**config.mk**
```make
export PLATFORM = sky130hd
export DESIGN_NAME = popcnt12
export DESIGN_NICKNAME = d
export VERILOG_FILES = /design/src/rtl/popcnt12.sv
export SDC_FILE = /design/constraint.sdc
export NUM_CORES = 1
export LEC_CHECK = 0
export CORE_AREA = 2 2 39 41
export DETAILED_ROUTE_END_ITERATION = 6
export DIE_AREA = 0 0 41 43
export GPL_TIMING_DRIVEN = 0
export SLEW_MARGIN = 10
export SYNTH_ARGS = -nofsm -noshare
export SYNTH_HDL_FRONTEND = slang
export SYNTH_SLANG_ARGS = --single-unit
```
**constraint.sdc**
```tcl
create_clock -name vclk -period 6.6
set_input_delay 1.65 -clock vclk [all_inputs]
set_output_delay 1.65 -clock vclk [all_outputs]
set_load 0.02 [all_outputs]
```
**src/rtl/popcnt12.sv**
```systemverilog
// Combinational population count of a 12-bit word.
module popcnt12 (
    input  logic [11:0] din_i,
    output logic [3:0]  cnt_o
);

    always_comb begin
        cnt_o = 4'd0;
        for (int i = 0; i < 12; i++) begin
            cnt_o = cnt_o + {3'b000, din_i[i]};
        end
    end

endmodule

```
==> results <==
==> power by group through the flow <==
| stage | Combinational (W) | Clock, W | Sequential (W) |
|---|---|---|---|
| floorplan | 0.0000811 | 0 | 0 |
| global placement | 0.000132 | 0 | 0 |
| detailed placement | 0.000133 | 0 | 0 |
| CTS | 0.000142 | 0 | 0 |
| global route | 0.000153 | 0 | 0 |
| finish | 0.000138 | 0 | 0 |
==> metrics by stage <==
stage               instances  total power (W)  instance area [sq um]
floorplan                  33        0.0000811                    280
global placement           65         0.000132                    460
detailed placement         65         0.000133                    460
CTS                        66         0.000142                    473
global route               66         0.000153                    474
finish                     66         0.000138                    474
==> area by class of cell <==
type | instances | area (sq um)
multi-input cells | 15 | 228
repair buffers | 17 | 159
fillers | 158 | 910
inverters | 18 | 67.6
well taps | 16 | 20.0
==> Yosys cell counts <==
| master | instances |
|---|---|
| sky130_fd_sc_hd__inv_1 | 18 |
| sky130_fd_sc_hd__fa_1 | 7 |
| sky130_fd_sc_hd__ha_1 | 4 |
| sky130_fd_sc_hd__a21oi_1 | 1 |
| sky130_fd_sc_hd__nand2_1 | 1 |
| sky130_fd_sc_hd__nand3_1 | 1 |
| sky130_fd_sc_hd__xor2_1 | 1 |
==> tightest hold or removal path, delay by kind of cell <==
family / cells / cell delay, ns
adders and majority gates: 2 / 0.35
buffers and inverters: 2 / 0.60
==> worst paths after layout <==
path	from	to	slack (ns)
setup / recovery	din_i[5]	cnt_o[0]	0.14
hold / removal	din_i[2]	cnt_o[1]	4.25
==> layer usage <==
layer	wire length, um	track usage (%)
met5	0	0
met4	0	0
met3	55	0.524
met2	245	9.69
met1	178	7.47
==> timing repair <==
item | CTS | global route
pin swaps | 7 | 3
resized for setup | 22 | 3
buffers inserted | 1 | 0
endpoints found under the hold margin | 0 | 0
endpoints found under the setup margin | 4 | 3
==> logic make-up after synthesis <==
group                    synth area share (%)
XOR/XNOR                                 3.13
AO/OA/AOI/OAI                            1.78
AND/OR/NAND/NOR                          3.12
adder cells (fa/ha/maj)                  67.9
buffers and inverters                    24.1
==> metrics <==
wire length after detailed routing 479 um; synthesis-to-layout area growth 69.2%; first-pass GRT wire length 731 um; outcome completed; pwr/cell area 291 mW/mm^2; crit path cell chain clkdlybuf4s15_1, inv_2, fa_1, inv_2, fa_1, inv_1, fa_1, fa_1, inv_2, ha_4, clkdlybuf4s50_1; Clk network pwr share 0%; Site Rows 14; share of power burned in combinational logic 100.0%; static leakage power 0.268 nW; Tmin final 6.46 ns; critical path data required time 4.95 ns; Die Ht 43 um; sequential element share of the synthesized area 0%; max-capacitance violation count 0; placement-stage worst setup slack -0.658 ns; net count reported at finish 75; Setup TNS Final 0 ns; Vias per Instance 3.68; fraction of layout instances using a drive strength above 1 16.0%; Tightest Hold Check Type in2out; Most Frequent Cell on Critical Path sky130_fd_sc_hd__fa_1; Cell Int Power 0.0000675 W; remaining antenna violation count after routing 0; sequential cell area in the final layout 0 sq um; residual DRC count 0; crit path max fanout 1; Port Buffer Count 16; antenna violations before repair 0; count of mapped cells out of synthesis 33; area share of the largest cell type after synthesis 50.0%; portion of total power attributed to sequential cells 0%; Sw Share 51.1%; final estimated routing congestion in global placement 0.712; category of the worst setup path launch point input port; number of endpoints failing setup at the final stage 0; Final WS setup 0.141 ns; violation count after the first detailed-route iteration 1; vias post-DR 243; maximum vdd drop 0.000138 V; Synthesized Nets 56; CP peak stage delay 0.59 ns; Detailed Place HPWL 461 um; Final Hold Violating Endpoints 0; x dimension of the die 41 um; worst slew margin relative to its limit 85.6%; maximum clock rate 155 MHz; distinct cell type count after synthesis 7; area of the core region 0.00138 sq mm; vias in the first global route 219; total of warnings raised by yosys 0; class of the most critical setup path in2out; GRT Residual Overflow 0; number of optimization iterations in the first detailed-route pass 2; cts hold-fix bufs 0; switching power summed over all nets 0.0000705 W; gate family responsible for the most delay along the worst path adder cells; number of cells on the critical path 11; fin crit share 97.9%; hold slack final 4.25 ns; ranking of synthesized cells by area sky130_fd_sc_hd__fa_1 (50%), sky130_fd_sc_hd__inv_1 (24%), sky130_fd_sc_hd__ha_1 (18%), sky130_fd_sc_hd__xor2_1 (3.1%), sky130_fd_sc_hd__a21oi_1 (1.8%); Diodes inserted 0; end-of-flow core utilization 34.3%; number of pins exceeding their max-slew limit in the final report 0; commonest non-fill, non-tap cell in the layout sky130_fd_sc_hd__inv_1; starting density of the core 20.3%; clkbuf count 0; commonest cells after routing, fill and taps aside sky130_fd_sc_hd__inv_1 (15), sky130_fd_sc_hd__clkdlybuf4s50_1 (7), sky130_fd_sc_hd__fa_1 (6), sky130_fd_sc_hd__dlygate4sd2_1 (6); mapped cell area 280 sq um; largest net degree at the start of global routing 4; Critical Path End Type primary output; number of buffer and inverter stages on the critical path 6; Arr. time, crit path 4.81 ns; post-synthesis average cell area 8.49 sq um; cell at the slowest stage of the critical path sky130_fd_sc_hd__clkdlybuf4s50_1; total track usage 5.54%; total number of sequential cells 0; count of pins on the block boundary 16; full die area 0.00176 sq mm; cell count of the worst hold path 4; worst slew pin tran 0.216 ns; Yosys top cell by area sky130_fd_sc_hd__fa_1; setup repair after global routing missed its margin false; wire length per cell after detailed routing 7.26 um
(Power assumes the default switching activity.)
